File: src/rtl/datapath_unit.sv
// Datapath executing one control word per cycle: 16x16 register file, 256x16
// synchronous data memory, 8-function ALU and the RF write-source mux.
module datapath_unit #(
  parameter int DATA_W   = 16,
  parameter int RF_DEPTH = 16,
  parameter int DM_DEPTH = 256,
  localparam int RF_AW   = $clog2(RF_DEPTH),
  localparam int DM_AW   = $clog2(DM_DEPTH)
) (
  input  logic              Clk,
  input  logic              Reset,
  input  logic [DM_AW-1:0]  D_Addr,
  input  logic              D_Wr,
  input  logic              RF_s,
  input  logic              RF_W_en,
  input  logic [RF_AW-1:0]  RF_W_Addr,
  input  logic [RF_AW-1:0]  RF_Ra_Addr,
  input  logic [RF_AW-1:0]  RF_Rb_Addr,
  input  logic [2:0]        ALU_s0,
  output logic [DATA_W-1:0] Ra_Data,
  output logic [DATA_W-1:0] Rb_Data,
  output logic [DATA_W-1:0] ALU_Out,
  output logic [DATA_W-1:0] DM_Q,
  output logic [DATA_W-1:0] RF_W_Data
);

  localparam logic [2:0] ALU_ZERO = 3'b000;
  localparam logic [2:0] ALU_ADD  = 3'b001;
  localparam logic [2:0] ALU_SUB  = 3'b010;
  localparam logic [2:0] ALU_PASS = 3'b011;
  localparam logic [2:0] ALU_XOR  = 3'b100;
  localparam logic [2:0] ALU_OR   = 3'b101;
  localparam logic [2:0] ALU_AND  = 3'b110;
  localparam logic [2:0] ALU_INC  = 3'b111;

  logic [DATA_W-1:0] rf [RF_DEPTH];
  logic [DATA_W-1:0] dm [DM_DEPTH];

  // Register file: asynchronous reads, so a same-cycle write is not bypassed.
  assign Ra_Data = rf[RF_Ra_Addr];
  assign Rb_Data = rf[RF_Rb_Addr];

  // NOTE: sequential state uses non-blocking assignments so every register
  // samples pre-edge values; this is what makes Ra=Rb=W ALU ops read old data.
  always_ff @(posedge Clk) begin
    if (Reset) begin
      for (int i = 0; i < RF_DEPTH; i++) rf[i] <= '0;
    end else if (RF_W_en) begin
      rf[RF_W_Addr] <= RF_W_Data;
    end
  end

  // NOTE: the data-memory array has no reset so it maps onto block RAM; only
  // the suppressed write sees Reset, the contents survive it.
  always_ff @(posedge Clk) begin
    if (D_Wr && !Reset) dm[D_Addr] <= Ra_Data;
  end

  // Registered read port returns the pre-write contents on a same-address write.
  always_ff @(posedge Clk) begin
    if (Reset) DM_Q <= '0;
    else       DM_Q <= dm[D_Addr];
  end

  // NOTE: the ALU is always_comb with a default assignment ahead of the case,
  // so no path can leave ALU_Out unassigned and infer a latch.
  always_comb begin
    ALU_Out = '0;
    case (ALU_s0)
      ALU_ZERO: ALU_Out = '0;
      ALU_ADD:  ALU_Out = Ra_Data + Rb_Data;
      ALU_SUB:  ALU_Out = Ra_Data - Rb_Data;
      ALU_PASS: ALU_Out = Ra_Data;
      ALU_XOR:  ALU_Out = Ra_Data ^ Rb_Data;
      ALU_OR:   ALU_Out = Ra_Data | Rb_Data;
      ALU_AND:  ALU_Out = Ra_Data & Rb_Data;
      ALU_INC:  ALU_Out = Ra_Data + DATA_W'(1);
      default:  ALU_Out = '0;
    endcase
  end

  assign RF_W_Data = RF_s ? DM_Q : ALU_Out;

endmodule

File: config.mk
export PLATFORM = sky130hd
export DESIGN_NAME = datapath_unit
export DESIGN_NICKNAME = d
export VERILOG_FILES = /design/src/rtl/datapath_unit.sv
export SDC_FILE = /design/constraint.sdc
export NUM_CORES = 2
export LEC_CHECK = 0
export BUFFER_PORTS_ARGS = -buffer_cell sky130_fd_sc_hd__buf_2
export CORE_MARGIN = 3
export CORE_UTILIZATION = 30
export CTS_CLUSTER_DIAMETER = 120
export DETAILED_ROUTE_END_ITERATION = 7
export GPL_ROUTABILITY_DRIVEN = 1
export SKIP_LAST_GASP = 1
export SLEW_MARGIN = 20
export SYNTH_ARGS = -nofsm -noshare
export SYNTH_HDL_FRONTEND = slang
export SYNTH_MEMORY_MAX_BITS = 65536
export SYNTH_SLANG_ARGS = --single-unit
File: constraint.sdc
create_clock -name Clk -period 6.8 [get_ports Clk]
set_clock_uncertainty 0.05 [all_clocks]
set_input_delay 0.34 -clock Clk [delete_from_list [all_inputs] [get_ports Clk]]
set_output_delay 0.34 -clock Clk [all_outputs]
set_load 0.02 [all_outputs]
Word-level counts from Yosys, hierarchy flattened
Memories as Yosys holds them, arrays and structs flattened. A register that Yosys moved wholly into a read port is not among the register bits.
Index checks and enable logic that the tools add are counted.

word-level totals
  register bits = 0
  bits in writable memories = 4352
  memories kept = 2
  output and inout bits = 80

memory list
  memory  depth  width  rd ports  clocked after Yosys merged registers in  wr ports  line  RTL
  dm      256    16     1         1                                        1         37    logic [DATA_W-1:0] dm [DM_DEPTH];
  rf      16     16     2         0                                        16        36    logic [DATA_W-1:0] rf [RF_DEPTH];

cells by class
  equal/unequal tests = 7
  reduce and logical (&&, ||, !) cells = 4
  $add $sub $neg = 3
  bitwise gates (word level) = 3
  muxes and demuxes = 12

operator list
  kind                                                                    number
  16-bit case mux with 8 select lines                                     1
  16-bit 2-to-1 mux                                                       2
  16-bit by 1-bit adder with 16-bit output (second input constant)        1
  16-bit adder                                                            1
  16-bit AND                                                              1
  16-bit OR                                                               1
  16-bit OR reduction                                                     1
  16-bit subtractor                                                       1
  16-bit XOR                                                              1
  3-bit equality test (second input constant)                             4
  1-bit 2-to-1 mux                                                        8
  3-bit by 2-bit equality test with 1-bit output (second input constant)  2
  4-bit 2-to-1 mux                                                        1
  3-bit by 1-bit equality test with 1-bit output (second input constant)  1
  3-bit zero test                                                         1
  1-bit logical AND                                                       1
  1-bit zero test                                                         1

Logic depth before layout (Yosys ltp)
  depth in word-level cells = 5
  gate-level depth with buffers = 26

Worst setup path before layout
OpenSTA, ideal clock, no wires.

  path type = input-to-output
  start = input port RF_Ra_Addr[0]
  end = output port RF_W_Data[15]
  cell stages on the path = 17
  buffers on the path = 5
  arrival time = 6.708 ns
  data required time = 6.410 ns
  setup slack = -0.298 ns
  cells stage by stage = buf_2 > buf_1 > mux4_2 > mux4_2 > ha_1 > and3_1 > a221oi_1 > nor3b_1 > a211oi_1 > buf_2 > o21a_1 > o41a_1 > or4_1 > o31a_1 > buf_6 > buf_12 > inv_2

between the ends
  cells in the longest elaborated chain, start to end = 4
  elaborated cells between the ends (all ways) = 9

ends and longest elaborated chain
  element                                                                 line  RTL
  start, declared                                                         17    input logic [RF_AW-1:0] RF_Ra_Addr,
  memory read 16 x 16 bit (*)                                             --
  named net Ra_Data[8]                                                    20    output logic [DATA_W-1:0] Ra_Data,
  16-bit by 1-bit adder with 16-bit output, or another cell as far along  77    ALU_INC: ALU_Out = Ra_Data + DATA_W'(1);
  16-bit case mux with 8 select lines (*)                                 69    case (ALU_s0)
  16-bit 2-to-1 mux (*)                                                   82    assign RF_W_Data = RF_s ? DM_Q : ALU_Out;
  end, declared                                                           24    output logic [DATA_W-1:0] RF_W_Data

Mark *: on every way through the listed nets, which the timed path passes. The rest lies on a longest branch.

==> flow_summary.toml <==
[worst_hold_path]
hold_start = "RF_W_Addr[1]"
hold_path_depth = 4
worstHoldEndpoint = "rf[1][15]$_SDFFCE_PN0P_"
hold_path.class = "input pin to flop"

[synthesis]
syn_area_per_cell_um2 = 23.0
synth_ff_type = "edfxtp_1"
synth-edff-count = 4352
syn-cell-area_um2 = 172000
seq_area_frac_synth = 0.759
synth_warnings = 0
ys_types = 72
syn_inst = 7515
ys_ff_latch = 4368
async_reset_ff_frac = 0
mappedNetlistNets = 7594

[timing]
fin_worst_hold_slack_ns = 0.141
relSlewSlack = 0.209
worstMarginPinSlew_ns = 1.19
fmax_ghz = 0.151
final-max-slew-violation-count = 0
fin_crit_sh = 0.975
setup_violations = 0
min_period_ns = 6.63
hold_violations = 0

[layout]
areaGrowthSynthToFinish_pct = 15.6
fin_util = 0.349
fillerInstances = 51800
nNetsFinal = 8161
layout-drive-gt1-share = 0.343

[grt]
overflow = 0
grt_pass1_vias = 85400
grt_pass1_wl_um = 666000
grt_usage = 0.158
antenna_found_initial = 27
grt_max_degree = 225

[power]
pwr-share-comb = 0.078
power.switching_w = 0.0133
p_per_area_nw_per_um2 = 292
p_sw_frac = 0.228
leakage_nw = 61.7
p_int_w = 0.0450
clkPwrFrac = 0.399
peakVddDrop_v = 0.000225
pwr-share-seq = 0.523

[clock_network]
cts_tree = "done"
cts.clk_slew.worst_paths_ns = 0.06
cts_sinks = 4368
cts_buffers = 420
clock_path_buffers = 4
cts-root-buf = "clkbuf_16"
clock_latency_ns = 1.01
h-tree-depth = 5

[critical_path]
r2r_cells = 23
endpoint_kind = "output port"
crit_fanout = 4
r2r-start = "rf[1][0]$_SDFFCE_PN0P_"
r2r_end = "rf[11][15]$_SDFFCE_PN0P_"
critPathLaunchType = "flop"
worst-path-buf-inv = 4
slowest_stage = "or4_4"
path_class = "flop to output port"
worstPathRequired_ns = 6.41
cp_cell_sequence = "mux4_2, a22o_1, a221oi_4, inv_2, nor3_4, and3_4, a31oi_2, xnor2_1, nor2_1, ha_1, and3_4, a221oi_4, nor3b_4, a211oi_4, clkdlybuf4s15_2, o211ai_1, a41oi_1, or4_4, o31a_1, inv_2, buf_6"
r2r_setup_slack_ns = 0.92
crit_family = "compound AO/OA/AOI/OAI gates"
arrival_ns = 6.24
path_depth = 21
cpPeakStageDelay_ns = 0.54

[floorplan]
die_area_um2 = 584000
num_io_pins = 108
floorplan.initialDensity = 0.302
fp.coreArea_um2 = 571000
die_w_um = 764
num_rows = 277
die_h_um = 764

[flow_run]
drv_cap = 0

[routing]
drc_errors = 0
dr.pass1.iters = 6
wl_per_cell_um = 29.6
avgViaCountPerCell = 5.29
drtIter0Drc = 11400
ant_nets = 0
postRouteWirelength_um = 473000
num_vias = 84500

[outcome]
outcome = "completed"

[placed_design]
place_congestion = 0.922
dp_hpwl_um = 275000
portBuffers = 107
[cell type report]
| class | count | area, um2 | area share |
|---|---|---|---|
| Sequential cell | 4368 | 131000 | 0.657 |
| Multi-Input combinational cell | 2637 | 40400 | 0.202 |
| Clock buffer | 504 | 10900 | 0.0547 |
| Tap cell | 7533 | 9430 | 0.0473 |
| Timing Repair Buffer | 604 | 4910 | 0.0246 |
| Clock inverter | 265 | 2640 | 0.0132 |
| Inverter | 51 | 191 | 0.000960 |
| Antenna cell | 13 | 32.5 | 0.000163 |
[worst max-delay path by stage]
stage / startpoint / endpoint / slack [ns]
after floorplan: RF_Ra_Addr[0] / RF_W_Data[15] / -0.03
after global placement: RF_Rb_Addr[2] / RF_W_Data[15] / 0.32
after detailed placement: RF_Rb_Addr[0] / rf[11][15]$_SDFFCE_PN0P_ / 0.38
after CTS: rf[13][0]$_SDFFCE_PN0P_ / RF_W_Data[15] / 0.05
after global routing: rf[1][0]$_SDFFCE_PN0P_ / RF_W_Data[15] / -0.02
final: rf[1][0]$_SDFFCE_PN0P_ / RF_W_Data[15] / 0.17
[layer usage]
| metal | GRT usage | vias up | routed length [um] |
|---|---|---|---|
| li1 | - | 33200 | - |
| met1 | 0.217 | 46000 | 186000 |
| met2 | 0.252 | 4506 | 222000 |
| met3 | 0.0364 | 809 | 49200 |
| met4 | 0.0451 | 12 | 14700 |
| met5 | 0.000655 | - | 116 |
[cell usage after synthesis (all sizes together) (3+ instances only)]
library cell,count,area share
nand4,13,0.00047
mux2,3,0.00020
nor4,7,0.00038
and3,6,0.00022
or2,6,0.00022
nand3,59,0.0017
mux2i,53,0.0031
a32oi,3,0.00015
or3,8,0.00029
clkbuf,262,0.0057
nor3,56,0.0017
o21ai,29,0.00084
a21o,7,0.00030
inv,50,0.0011
o31a,3,0.00015
o21a,7,0.00030
o22ai,18,0.00065
nor2b,48,0.0017
edfxtp,4352,0.76
a22o,5,0.00025
dfxtp,16,0.0019
a211oi,7,0.00030
a21oi,27,0.00078
nand2b,32,0.0012
ha,50,0.0036
o211ai,4,0.00017
and2,6,0.00022
nor2,523,0.012
mux4,1453,0.19
o2111ai,3,0.00015
a221o,3,0.00017
a221oi,4,0.00044
nand2,91,0.0020
xor2,3,0.00015
a2111oi,3,0.00015
buf,195,0.0054
xnor2,13,0.00066
or4,3,0.00013
a22oi,43,0.0019
a31oi,21,0.00076
[power by group through the flow]
stage                     clock [W]  sequential (W)  combinational (W)
after floorplan                   0          0.0311            0.00252
after global placement            0          0.0310            0.00431
after detailed placement          0          0.0310            0.00446
after CTS                    0.0237          0.0305            0.00447
after global routing         0.0248          0.0304            0.00477
final                        0.0233          0.0305            0.00454
[flip-flops by register name, summed over array words and instances (netlist names)]
signal and cells:
dm 4096, rf 256, DM_Q 16
[repair_timing]
action | 4_1_cts | 5_1_grt
gates resized for setup | 3 | 20
pin swaps | 0 | 21
buffers inserted | 1 | 10
cloned | 0 | 1
hold endpoints to repair | 30 | 0
setup endpoints to repair | 1 | 2
hold buffers | 4 | 0
[tightest hold or removal path, cell delays in order]
cell and delay, ns:
buf_2 0.11, nor2_1 0.12, nand2_1 0.18, nand2b_1 0.17
[logic make-up (layout without fill, tap and decap cells)]
group	count (synthesis)	count (layout)	share of synthesized area
buf+inv	510	1424	0.0124
compound gates	198	198	0.00803
flops	4368	4368	0.759
simple gates	863	863	0.0222
other cells	0	13	0
xor+xnor	16	16	0.000812
fa+ha+maj	51	51	0.00374
mux	1509	1509	0.193
[metrics by stage]
step	area [um2]	setup TNS [ns]	worst slack [ns]	total power, W	std cells
final	199000	0	0.168	0.0583	16000
after global routing	199000	-0.0190	-0.0190	0.0600	16000
after floorplan	173000	-0.0273	-0.0273	0.0336	7515
after global placement	185000	0	0.322	0.0353	15200
after CTS	199000	0	0.0496	0.0586	15900
after detailed placement	185000	0	0.382	0.0355	15200
[layout by cell type (no fill, tap or decap), types with 44 or more instances in the layout]
master and count:
edfxtp_1 4352, mux4_2 1422, buf_4 451, clkbuf_16 424, nor2_1 325, nor2_2 159
clkinv_1 119, buf_2 98, clkbuf_1 80, nand2_1 77, clkinv_2 62, nand3_1 55
mux2i_1 50, ha_1 49, inv_1 46, bufinv_16 45, nor2b_1 44
Note: power is estimated with default switching activity, not from simulation.
